**src/rtl/cov_pkg.sv**
```systemverilog
`default_nettype none
// ============================================================================
// Module      : cov_pkg
// Description : Shared types, default widths and the saturating round/shift
//               helper used by the covariance systolic array processing
//               elements.
// Revision    : 1.0 - initial release
// ============================================================================
package cov_pkg;

   // Default widths for the covariance array
   localparam int C_DATA_WIDTH  = 16;
   localparam int C_ACC_WIDTH   = 40;
   localparam int C_OUT_WIDTH   = 32;
   localparam int C_SHIFT_BITS  = 5;

   // Working width of the round/shift/saturate helper; ACC_WIDTH must stay
   // well below this so the rounding addend can never overflow it.
   localparam int C_SAT_WIDTH   = 64;

   // Complex sample at the default data width (q = real, i = imaginary)
   typedef struct packed {
      logic signed [C_DATA_WIDTH-1:0] q;
      logic signed [C_DATA_WIDTH-1:0] i;
   } cplx_t;

   // Result of sat_rshift: the clipped value and a clip flag
   typedef struct packed {
      logic signed [C_SAT_WIDTH-1:0] value;
      logic                          ovf;
   } sat_t;

   // Round-half-up, arithmetic right shift, then clip to a signed out_w range.
   function automatic sat_t sat_rshift(input logic signed [C_SAT_WIDTH-1:0] value,
                                       input int unsigned                   shift,
                                       input int unsigned                   out_w);
      logic signed [C_SAT_WIDTH-1:0] rnd;
      logic signed [C_SAT_WIDTH-1:0] shv;
      logic signed [C_SAT_WIDTH-1:0] hi;
      logic signed [C_SAT_WIDTH-1:0] lo;
      sat_t                          res;
      rnd = value;
      if (shift != 0) begin
         rnd = value + (64'sd1 <<< (shift - 32'd1));
      end
      shv = rnd >>> shift;
      hi  = (64'sd1 <<< (out_w - 32'd1)) - 64'sd1;
      lo  = -(64'sd1 <<< (out_w - 32'd1));
      res.ovf = 1'b0;
      if (shv > hi) begin
         res.value = hi;
         res.ovf   = 1'b1;
      end else if (shv < lo) begin
         res.value = lo;
         res.ovf   = 1'b1;
      end else begin
         res.value = shv;
      end
      return res;
   endfunction

endpackage
`default_nettype wire

```
**src/rtl/cmul_conj.sv**
```systemverilog
`default_nettype none
// ============================================================================
// Module      : cmul_conj
// Description : Registered complex product a*conj(b) (stage 1 of the PE).
//               Products are sign-extended to the accumulator width and
//               registered together with the valid/last/shift tags. A
//               diagonal instance builds only the two real-part multipliers.
// Revision    : 1.0 - initial release
// ============================================================================
module cmul_conj
   import cov_pkg::*;
#(
   parameter int DATA_WIDTH = C_DATA_WIDTH,
   parameter int ACC_WIDTH  = C_ACC_WIDTH,
   parameter int SHIFT_BITS = C_SHIFT_BITS,
   parameter bit DIAG       = 1'b0
) (
   input  logic                         clk,
   input  logic                         rst_n,
   input  logic                         clr,
   input  logic                         valid_in,
   input  logic                         last_in,
   input  logic [SHIFT_BITS-1:0]        shift_in,
   input  logic signed [DATA_WIDTH-1:0] a_q,
   input  logic signed [DATA_WIDTH-1:0] a_i,
   input  logic signed [DATA_WIDTH-1:0] b_q,
   input  logic signed [DATA_WIDTH-1:0] b_i,
   output logic signed [ACC_WIDTH-1:0]  p_q,
   output logic signed [ACC_WIDTH-1:0]  p_i,
   output logic                         valid_s1,
   output logic                         last_s1,
   output logic [SHIFT_BITS-1:0]        shift_s1
);

   // A DATA_WIDTH x DATA_WIDTH signed product always fits in 2*DATA_WIDTH
   // bits; the sum of two of them needs one more.
   localparam int C_PROD_W = 2 * DATA_WIDTH;

   logic signed [C_PROD_W:0]      prod_re_w;
   logic signed [C_PROD_W:0]      prod_im_w;

   logic signed [ACC_WIDTH-1:0]   prod_re_d, prod_re_q;
   logic signed [ACC_WIDTH-1:0]   prod_im_d, prod_im_q;
   logic                          valid_s1_d, valid_s1_q;
   logic                          last_s1_d, last_s1_q;
   logic [SHIFT_BITS-1:0]         shift_s1_d, shift_s1_q;

   if (DIAG) begin : g_diag
      logic signed [C_PROD_W-1:0] m_qq;
      logic signed [C_PROD_W-1:0] m_ii;
      // Real part only; the imaginary product of a diagonal term is zero
      always_comb begin
         m_qq      = C_PROD_W'(a_q) * C_PROD_W'(b_q);
         m_ii      = C_PROD_W'(a_i) * C_PROD_W'(b_i);
         prod_re_w = (C_PROD_W+1)'(m_qq) + (C_PROD_W+1)'(m_ii);
         prod_im_w = '0;
      end
   end else begin : g_full
      logic signed [C_PROD_W-1:0] m_qq;
      logic signed [C_PROD_W-1:0] m_ii;
      logic signed [C_PROD_W-1:0] m_iq;
      logic signed [C_PROD_W-1:0] m_qi;
      // Full a*conj(b): re = aq*bq + ai*bi, im = ai*bq - aq*bi
      always_comb begin
         m_qq      = C_PROD_W'(a_q) * C_PROD_W'(b_q);
         m_ii      = C_PROD_W'(a_i) * C_PROD_W'(b_i);
         m_iq      = C_PROD_W'(a_i) * C_PROD_W'(b_q);
         m_qi      = C_PROD_W'(a_q) * C_PROD_W'(b_i);
         prod_re_w = (C_PROD_W+1)'(m_qq) + (C_PROD_W+1)'(m_ii);
         prod_im_w = (C_PROD_W+1)'(m_iq) - (C_PROD_W+1)'(m_qi);
      end
   end

   // Next stage-1 contents: products and tags, flushed by clr
   always_comb begin
      prod_re_d  = ACC_WIDTH'(prod_re_w);
      prod_im_d  = ACC_WIDTH'(prod_im_w);
      valid_s1_d = valid_in;
      last_s1_d  = valid_in & last_in;
      shift_s1_d = shift_in;
      if (clr) begin
         prod_re_d  = '0;
         prod_im_d  = '0;
         valid_s1_d = 1'b0;
         last_s1_d  = 1'b0;
         shift_s1_d = '0;
      end
   end

   // Stage-1 register
   always_ff @(posedge clk or negedge rst_n) begin
      if (!rst_n) begin
         prod_re_q  <= '0;
         prod_im_q  <= '0;
         valid_s1_q <= 1'b0;
         last_s1_q  <= 1'b0;
         shift_s1_q <= '0;
      end else begin
         prod_re_q  <= prod_re_d;
         prod_im_q  <= prod_im_d;
         valid_s1_q <= valid_s1_d;
         last_s1_q  <= last_s1_d;
         shift_s1_q <= shift_s1_d;
      end
   end

   assign p_q      = prod_re_q;
   assign p_i      = prod_im_q;
   assign valid_s1 = valid_s1_q;
   assign last_s1  = last_s1_q;
   assign shift_s1 = shift_s1_q;

endmodule
`default_nettype wire

```
**src/rtl/pe_cmac_acc.sv**
```systemverilog
`default_nettype none
// ============================================================================
// Module      : pe_cmac_acc
// Description : Complex multiply-accumulate PE for the covariance systolic
//               array. Accumulates a*conj(b) over a frame, then rounds,
//               scales by 2^-shift and saturates the result. Operands hop
//               one register right (a) and down (b) for tiling.
// Revision    : 1.0 - initial release
// ============================================================================
module pe_cmac_acc
   import cov_pkg::*;
#(
   parameter int DATA_WIDTH = C_DATA_WIDTH,
   parameter int ACC_WIDTH  = C_ACC_WIDTH,
   parameter int OUT_WIDTH  = C_OUT_WIDTH,
   parameter int SHIFT_BITS = C_SHIFT_BITS,
   parameter bit DIAG       = 1'b0
) (
   input  logic                         clk,
   input  logic                         rst_n,
   input  logic                         clr,
   input  logic                         valid_in,
   input  logic                         last_in,
   input  logic [SHIFT_BITS-1:0]        shift_in,
   input  logic signed [DATA_WIDTH-1:0] a_q,
   input  logic signed [DATA_WIDTH-1:0] a_i,
   input  logic signed [DATA_WIDTH-1:0] b_q,
   input  logic signed [DATA_WIDTH-1:0] b_i,
   output logic signed [DATA_WIDTH-1:0] a_out_q,
   output logic signed [DATA_WIDTH-1:0] a_out_i,
   output logic signed [DATA_WIDTH-1:0] b_out_q,
   output logic signed [DATA_WIDTH-1:0] b_out_i,
   output logic                         valid_out,
   output logic                         last_out,
   output logic                         res_valid,
   output logic signed [OUT_WIDTH-1:0]  res_q,
   output logic signed [OUT_WIDTH-1:0]  res_i,
   output logic                         ovf
);

   // ---------------------------------------------------------------- stage 1
   logic signed [ACC_WIDTH-1:0]  p_q;
   logic signed [ACC_WIDTH-1:0]  p_i;
   logic                         valid_s1;
   logic                         last_s1;
   logic [SHIFT_BITS-1:0]        shift_s1;

   cmul_conj #(
      .DATA_WIDTH (DATA_WIDTH),
      .ACC_WIDTH  (ACC_WIDTH),
      .SHIFT_BITS (SHIFT_BITS),
      .DIAG       (DIAG)
   ) u_cmul (
      .clk      (clk),
      .rst_n    (rst_n),
      .clr      (clr),
      .valid_in (valid_in),
      .last_in  (last_in),
      .shift_in (shift_in),
      .a_q      (a_q),
      .a_i      (a_i),
      .b_q      (b_q),
      .b_i      (b_i),
      .p_q      (p_q),
      .p_i      (p_i),
      .valid_s1 (valid_s1),
      .last_s1  (last_s1),
      .shift_s1 (shift_s1)
   );

   // ----------------------------------------------------------- pass-through
   logic signed [DATA_WIDTH-1:0] a_out_q_d, a_out_q_q;
   logic signed [DATA_WIDTH-1:0] a_out_i_d, a_out_i_q;
   logic signed [DATA_WIDTH-1:0] b_out_q_d, b_out_q_q;
   logic signed [DATA_WIDTH-1:0] b_out_i_d, b_out_i_q;
   logic                         valid_out_d, valid_out_q;
   logic                         last_out_d, last_out_q;

   // Neighbour hop: operands and tags move every cycle regardless of valid/clr
   always_comb begin
      a_out_q_d   = a_q;
      a_out_i_d   = a_i;
      b_out_q_d   = b_q;
      b_out_i_d   = b_i;
      valid_out_d = valid_in;
      last_out_d  = last_in;
   end

   // Pass-through register
   always_ff @(posedge clk or negedge rst_n) begin
      if (!rst_n) begin
         a_out_q_q   <= '0;
         a_out_i_q   <= '0;
         b_out_q_q   <= '0;
         b_out_i_q   <= '0;
         valid_out_q <= 1'b0;
         last_out_q  <= 1'b0;
      end else begin
         a_out_q_q   <= a_out_q_d;
         a_out_i_q   <= a_out_i_d;
         b_out_q_q   <= b_out_q_d;
         b_out_i_q   <= b_out_i_d;
         valid_out_q <= valid_out_d;
         last_out_q  <= last_out_d;
      end
   end

   // ---------------------------------------------------------------- stage 2
   logic signed [ACC_WIDTH-1:0]  acc_re_d, acc_re_q;
   logic signed [ACC_WIDTH-1:0]  acc_im_d, acc_im_q;
   logic signed [OUT_WIDTH-1:0]  res_re_d, res_re_q;
   logic signed [OUT_WIDTH-1:0]  res_im_d, res_im_q;
   logic                         res_valid_d, res_valid_q;
   logic                         ovf_d, ovf_q;

   logic signed [ACC_WIDTH-1:0]  sum_re;
   logic signed [ACC_WIDTH-1:0]  sum_im;
   sat_t                         sat_re;
   sat_t                         sat_im;

   // Accumulate, or close the frame: round, scale, saturate and restart from 0.
   // clr wins over a closing sample so a flushed frame never reports.
   always_comb begin
      sum_re      = acc_re_q + p_q;
      sum_im      = acc_im_q + p_i;
      sat_re      = sat_rshift(C_SAT_WIDTH'(sum_re), 32'(shift_s1), OUT_WIDTH);
      sat_im      = sat_rshift(C_SAT_WIDTH'(sum_im), 32'(shift_s1), OUT_WIDTH);
      acc_re_d    = acc_re_q;
      acc_im_d    = acc_im_q;
      res_re_d    = res_re_q;
      res_im_d    = res_im_q;
      res_valid_d = 1'b0;
      ovf_d       = ovf_q;
      if (clr) begin
         acc_re_d = '0;
         acc_im_d = '0;
         ovf_d    = 1'b0;
      end else if (valid_s1) begin
         if (last_s1) begin
            res_re_d    = sat_re.value[OUT_WIDTH-1:0];
            res_im_d    = DIAG ? '0 : sat_im.value[OUT_WIDTH-1:0];
            ovf_d       = sat_re.ovf | (!DIAG & sat_im.ovf);
            res_valid_d = 1'b1;
            acc_re_d    = '0;
            acc_im_d    = '0;
         end else begin
            acc_re_d = sum_re;
            acc_im_d = sum_im;
         end
      end
   end

   // Accumulator and result register
   always_ff @(posedge clk or negedge rst_n) begin
      if (!rst_n) begin
         acc_re_q    <= '0;
         acc_im_q    <= '0;
         res_re_q    <= '0;
         res_im_q    <= '0;
         res_valid_q <= 1'b0;
         ovf_q       <= 1'b0;
      end else begin
         acc_re_q    <= acc_re_d;
         acc_im_q    <= acc_im_d;
         res_re_q    <= res_re_d;
         res_im_q    <= res_im_d;
         res_valid_q <= res_valid_d;
         ovf_q       <= ovf_d;
      end
   end

   assign a_out_q   = a_out_q_q;
   assign a_out_i   = a_out_i_q;
   assign b_out_q   = b_out_q_q;
   assign b_out_i   = b_out_i_q;
   assign valid_out = valid_out_q;
   assign last_out  = last_out_q;
   assign res_valid = res_valid_q;
   assign res_q     = res_re_q;
   assign res_i     = res_im_q;
   assign ovf       = ovf_q;

endmodule
`default_nettype wire
```
**config.mk**
```make
export PLATFORM = sky130hd
export DESIGN_NAME = pe_cmac_acc
export DESIGN_NICKNAME = d
export VERILOG_FILES = /design/src/rtl/cov_pkg.sv /design/src/rtl/cmul_conj.sv /design/src/rtl/pe_cmac_acc.sv
export SDC_FILE = /design/constraint.sdc
export NUM_CORES = 2
export LEC_CHECK = 0
export ABC_AREA = 1
export ABC_CLOCK_PERIOD_IN_PS = 8100
export BUFFER_PORTS_ARGS = -buffer_cell sky130_fd_sc_hd__buf_2
export CORE_ASPECT_RATIO = 1.4
export CORE_MARGIN = 2
export CORE_UTILIZATION = 25
export CTS_CLUSTER_SIZE = 24
export DETAILED_ROUTE_END_ITERATION = 8
export PLACE_DENSITY_LB_ADDON = 0.25
export SLEW_MARGIN = 20
export SYNTH_ARGS = -nofsm -noshare
export SYNTH_HDL_FRONTEND = slang
export SYNTH_SLANG_ARGS = --single-unit
```
**constraint.sdc**
```tcl
create_clock -name clk -period 8.1 [get_ports clk]
set_clock_uncertainty 0.2 [all_clocks]
set_input_delay 0 -clock clk [delete_from_list [all_inputs] [get_ports clk]]
set_output_delay 0 -clock clk [all_outputs]
set_load 0.05 [all_outputs]
```
* Word level (Yosys, flattened, before mapping)
Index checks and enable logic that the tools add are counted.
** Cells by class
- $add $sub $neg :: 7
- $mul :: 4
- Order comparisons :: 4
- Shifts and indexed selects :: 3
- Mux-type cells :: 25
- Bitwise logic cells :: 3
- Reductions and logical operators :: 5
** Operators with widths (count)
- 40-bit 2-to-1 mux :: 8
- 40-bit by 64-bit adder with 64-bit output :: 2
- 64-bit by 32-bit > comparator with 1-bit output, second input constant :: 2
- 64-bit by 32-bit less-than comparator with 1-bit output, second input constant :: 2
- 16-bit by 16-bit multiplier with 32-bit output :: 4
- 64-bit 2-to-1 mux :: 2
- 64-bit by 5-bit >>> shifter with 64-bit output :: 2
- 40-bit adder :: 2
- 33-bit 2-to-1 mux :: 2
- 32-bit 2-to-1 mux :: 2
- 2-bit by 32-bit <<< shifter with 64-bit output, first input constant :: 1
- 32-bit by 32-bit adder with 33-bit output :: 1
- 32-bit by 32-bit subtractor with 33-bit output :: 1
- 1-bit 2-to-1 mux :: 10
- 5-bit by 1-bit subtractor with 6-bit output, second input constant :: 1
- 5-bit 2-to-1 mux :: 1
- 5-bit nonzero test :: 1
- 2-bit nonzero test :: 2
- 3-bit AND reduction :: 1
- 2-bit AND reduction :: 1
- 1-bit bitwise AND :: 1
- 1-bit NOT :: 1
- 1-bit OR :: 1
** Storage, ports and cells
- Flip-flop bits (word level) :: 299
- Input bits :: 74
- Output and inout port bits :: 132
- Logic and storage cells :: 68

* Logic depth before layout (Yosys ltp)
- Depth after elaboration :: 12
- Depth in mapped cells :: 53
- Mapped depth without buffers :: 49

* Modules after synthesis
Synthesis repeated with hierarchy kept, for this count alone.
** Second synthesis, totals
- Cells, all modules :: 10534
- Area total of the unflattened synthesis :: 74144.9 sq um
** Modules (own cells, without submodules)
- cmul_conj :: instances 1, cells an instance 5390, area an instance 44361.3 sq um, sequential area each 1826.8 sq um
- pe_cmac_acc :: instances 1, cells an instance 5144, area an instance 29783.6 sq um, sequential area each 5305.1 sq um

* Least setup slack after synthesis
No wires, ideal clock.
- Path kind :: input port to flip-flop
- Start :: input port a_q[15]
- End :: register u_cmul.prod_im_q[38], in the netlist u_cmul.p_i[38]
- Library setup time :: 0.132 ns
- Arrival :: 7.141 ns
- Required time :: 7.768 ns
- Setup slack :: 0.627 ns
- Cell stages on the path :: 35
- Buffers on the path :: 1
- Cells stage by stage :: clkbuf_1 nand2_1 inv_1 fa_1 inv_1 fa_1 fa_1 inv_1 fa_1 fa_1 fa_1 fa_1 inv_1 fa_1 ha_1 nand2_1 o21ai_0 a21oi_1 nor2_1 nor2_1 nor2_1 nor2_1 nor2_1 nor2_1 inv_1 a21oi_1 o31ai_1 nand2_1 nand2_1 nand2_1 nand2_1 nand3_1 o21ai_0 xor2_1 nor2_1
** Between the ends
- Word-level cells in the longest chain between the ends :: 3
** Ends and longest elaborated chain
- start: declaration :: RTL line pe_cmac_acc.sv:25 : input logic signed [DATA_WIDTH-1:0] a_q,
- 16-bit by 16-bit multiplier with 32-bit output :: RTL line cmul_conj.sv:68 : m_qi = C_PROD_W'(a_q) * C_PROD_W'(b_i);
- 32-bit by 32-bit subtractor with 33-bit output :: RTL line cmul_conj.sv:70 : prod_im_w = (C_PROD_W+1)'(m_iq) - (C_PROD_W+1)'(m_qi);
- 40-bit 2-to-1 mux :: RTL line cmul_conj.sv:81 : if (clr) begin
- end signal: assignment :: RTL line cmul_conj.sv:100 : prod_im_q <= prod_im_d;
- end: declaration :: RTL line cmul_conj.sv:43 : logic signed [ACC_WIDTH-1:0] prod_im_d, prod_im_q;
Every way passes these cells.
A chain may end at the register's enable or synchronous reset.

* Final worst setup path
- Start :: input port a_q[8]
- End :: register u_cmul.prod_re_q[38], in the netlist u_cmul.p_q[38]
** Between the ends
- Word-level cells in the longest chain between the ends :: 3
** Ends and longest elaborated chain
- 16-bit by 16-bit multiplier with 32-bit output :: RTL line cmul_conj.sv:65 : m_qq = C_PROD_W'(a_q) * C_PROD_W'(b_q);
- 32-bit by 32-bit adder with 33-bit output :: RTL line cmul_conj.sv:69 : prod_re_w = (C_PROD_W+1)'(m_qq) + (C_PROD_W+1)'(m_ii);
- 40-bit 2-to-1 mux :: RTL line cmul_conj.sv:81
- end signal: assignment :: RTL line cmul_conj.sv:99 : prod_re_q <= prod_re_d;
- end: declaration :: RTL line cmul_conj.sv:42 : logic signed [ACC_WIDTH-1:0] prod_re_d, prod_re_q;
Every way passes these cells.

==> metrics.txt <==
outcome=completed; Crit Path Max Fanout=23; Hold WC Path Type=in -> reg; H-Tree Depth=2; R2R depth=37; Worst Path Arrival=7870 ps; fraction of layout cells with a size suffix above 1=0.0653; number of vias per cell=4.58; RSZ-0062 raised after global routing=no; Layout Nets=11900; most frequent cells in the layout=nand2_1, inv_1, fa_1; DR iter-0 viols=3656; setup tns final=0 ps; Layout area overhead=12.5%; via count=63600; Max Clk Rate=0.132 GHz; Root Driver=clkbuf_16; port buffer count=205; CP Launch Type=input port; Non-Filler Instances=13900; initial core utilization=0.251; Worst-Margin Slew=1030 ps; synth warn=0; Post-CTS Setup Inserts=0; Hold Path Origin=a_i[1]; CTS Sinks=285; Hold Path Sink=a_out_i[1]; Detailed Route WL=264 mm; EDFF count, synth=0; flop2flop setup slack=540 ps; largest net degree at the start of global routing=153; Setup-failing EPs final=0; Syn Area/Cell=7.17 um^2; Final ANT Viol Nets=0; reg2reg end=res_i[7]; most numerous cell on the critical path=fa_1; Crit path required time=8400 ps; grt peak-use layer=met2; worst skew pair latency=660 ps; Die Area=288000 um^2; DP Cell Count=13700; grt met3 use=0.0144; Crit. Startpoint=a_q[8]; Routability Congestion=0.968; Critical Path Max Stage Delay=550 ps; die width=454 um; asr flop ratio synth=1.00; M2 GR Usage=0.339; Fin Hold WS=63.4 ps; Std-Cell Rows=231; dpl hpwl=221 mm; Setup WS pre-CTS=182 ps; CTS tree=yes; final-report max-slew violation count=0; clock-pin transition on the worst setup and hold timing paths=60 ps; worst setup path category=in -> reg; final period utilization=0.935; Mapped Cells=9896; Core Region=283000 um^2; IO Pins=206; CTS Buffer Depth=3; worst hold stages=2; Congestion Overflow GR=0; vias in the first global route=67000; total of max-cap violations=0; slew margin rel.=0.307; Worst Setup End Kind=flip-flop; TritonRoute pass-1 iters=6; commonest non-fill, non-tap cell in the layout=nand2_1; CTS buffer count=42; #FFs+latches synth=285; cell area after synthesis=71000 um^2; # DRC=0; routed len/inst=19.0 um; Crit Reg-Reg Startpoint=u_cmul.p_i[8]; minimum clock period=7570 ps; M1 GR Usage=0.216; antenna violations before repair=9; final hold violations=0; critical path's slowest cell=fa_1; register area share after synthesis=0.100; most used flip-flop cell after synthesis=dfrtp_1; first-pass GRT wire length=404 mm; Tot GR Track Use=0.184; DIE HEIGHT=634 um; unique cell type count in the Yosys netlist=62; Worst Slack Setup Final=526 ps
==> synth_stat cells, types with 50 or more instances <==
library cell,n,area (um^2)
dfrtp_1,285,7130
fa_1,1177,23600
inv_1,2196,8240
xnor2_1,60,526
a21oi_1,374,1870
o21ai_0,415,2080
nand2_1,2517,9450
buf_1,68,255
nand3_1,879,4400
nor3_1,50,250
clkbuf_1,292,1100
ha_1,479,5990
nor2_1,519,1950
nand4_1,52,325
xor2_1,70,613
a31oi_1,66,413
==> how the worst max path moves through the flow <==
stage	slack (ps)	cells after the start	end
2_1_floorplan	630	35	u_cmul.p_i[38]
3_3_place_gp	240	38	u_cmul.p_i[38]
3_5_place_dp	180	40	u_cmul.p_q[29]
4_1_cts	270	41	u_cmul.p_q[29]
5_1_grt	8	36	u_cmul.p_i[38]
6_report	530	34	u_cmul.p_q[38]
==> registers in the layout, indices dropped and copies added, names as in the netlist, 5 cells and up <==
signal / count
acc_im_q: 40
acc_re_q: 40
u_cmul.p_i: 33
u_cmul.p_q: 33
res_i: 32
res_q: 32
a_out_i: 16
a_out_q: 16
b_out_i: 16
b_out_q: 16
u_cmul.shift_s1: 5
==> stage by stage <==
stage | area [um^2] | util
6_report | 79900 | 0.282
5_1_grt | 79800 | 0.282
4_1_cts | 79800 | 0.282
3_5_place_dp | 77300 | 0.274
3_3_place_gp | 77300 | 0.274
2_1_floorplan | 71100 | -
==> final cells by class <==
| class | count | area [um^2] |
|---|---|---|
| Antenna cell | 4 | 10.0 |
| Clock buffer | 51 | 1160 |
| Clock inverter | 25 | 280 |
| Fill cell | 31700 | 203000 |
| Inverter | 2218 | 8340 |
| Multi-Input combinational cell | 7025 | 54100 |
| Sequential cell | 285 | 7150 |
| Tap cell | 3728 | 4660 |
| Timing Repair Buffer | 551 | 4200 |
==> repair_timing <==
item / 4_1_cts / 5_1_grt
hold buffers: 98 / 0
resized for setup: 0 / 29
endpoints found under the hold margin: 290 / 0
setup endpoints to repair: 0 / 43
==> critical path, delay by kind of cell <==
| family | cells | cell delay (ps) |
|---|---|---|
| buffers and inverters | 8 | 1510 |
| xor gates and xnor gates | 1 | 170 |
| AOI/OAI and AO/OA | 8 | 1270 |
| and+or+nand+nor | 8 | 630 |
| adders and majority gates | 9 | 4270 |
==> kinds of logic (layout without fill, tap and decap cells) <==
kind of cell	Yosys count	after routing	share of synthesized area
simple gates	4144	4144	0.244
compound gates	1046	1046	0.0808
other cells	1	42	0.0000528
buf+inv	2623	2845	0.141
fa+ha+maj	1656	1656	0.416
mux	11	11	0.00155
flops	285	285	0.100
xor+xnor	130	130	0.0160
==> per-layer routing <==
metal,up-vias,part of all wire
met1,31100,0.40
li1,30600,-
met4,2,0.054
met3,438,0.032
met2,1471,0.51
met5,-,0.000027
Power is not shown: default switching activity piles up to over one toggle a cycle in this logic, so the estimate is an artifact.
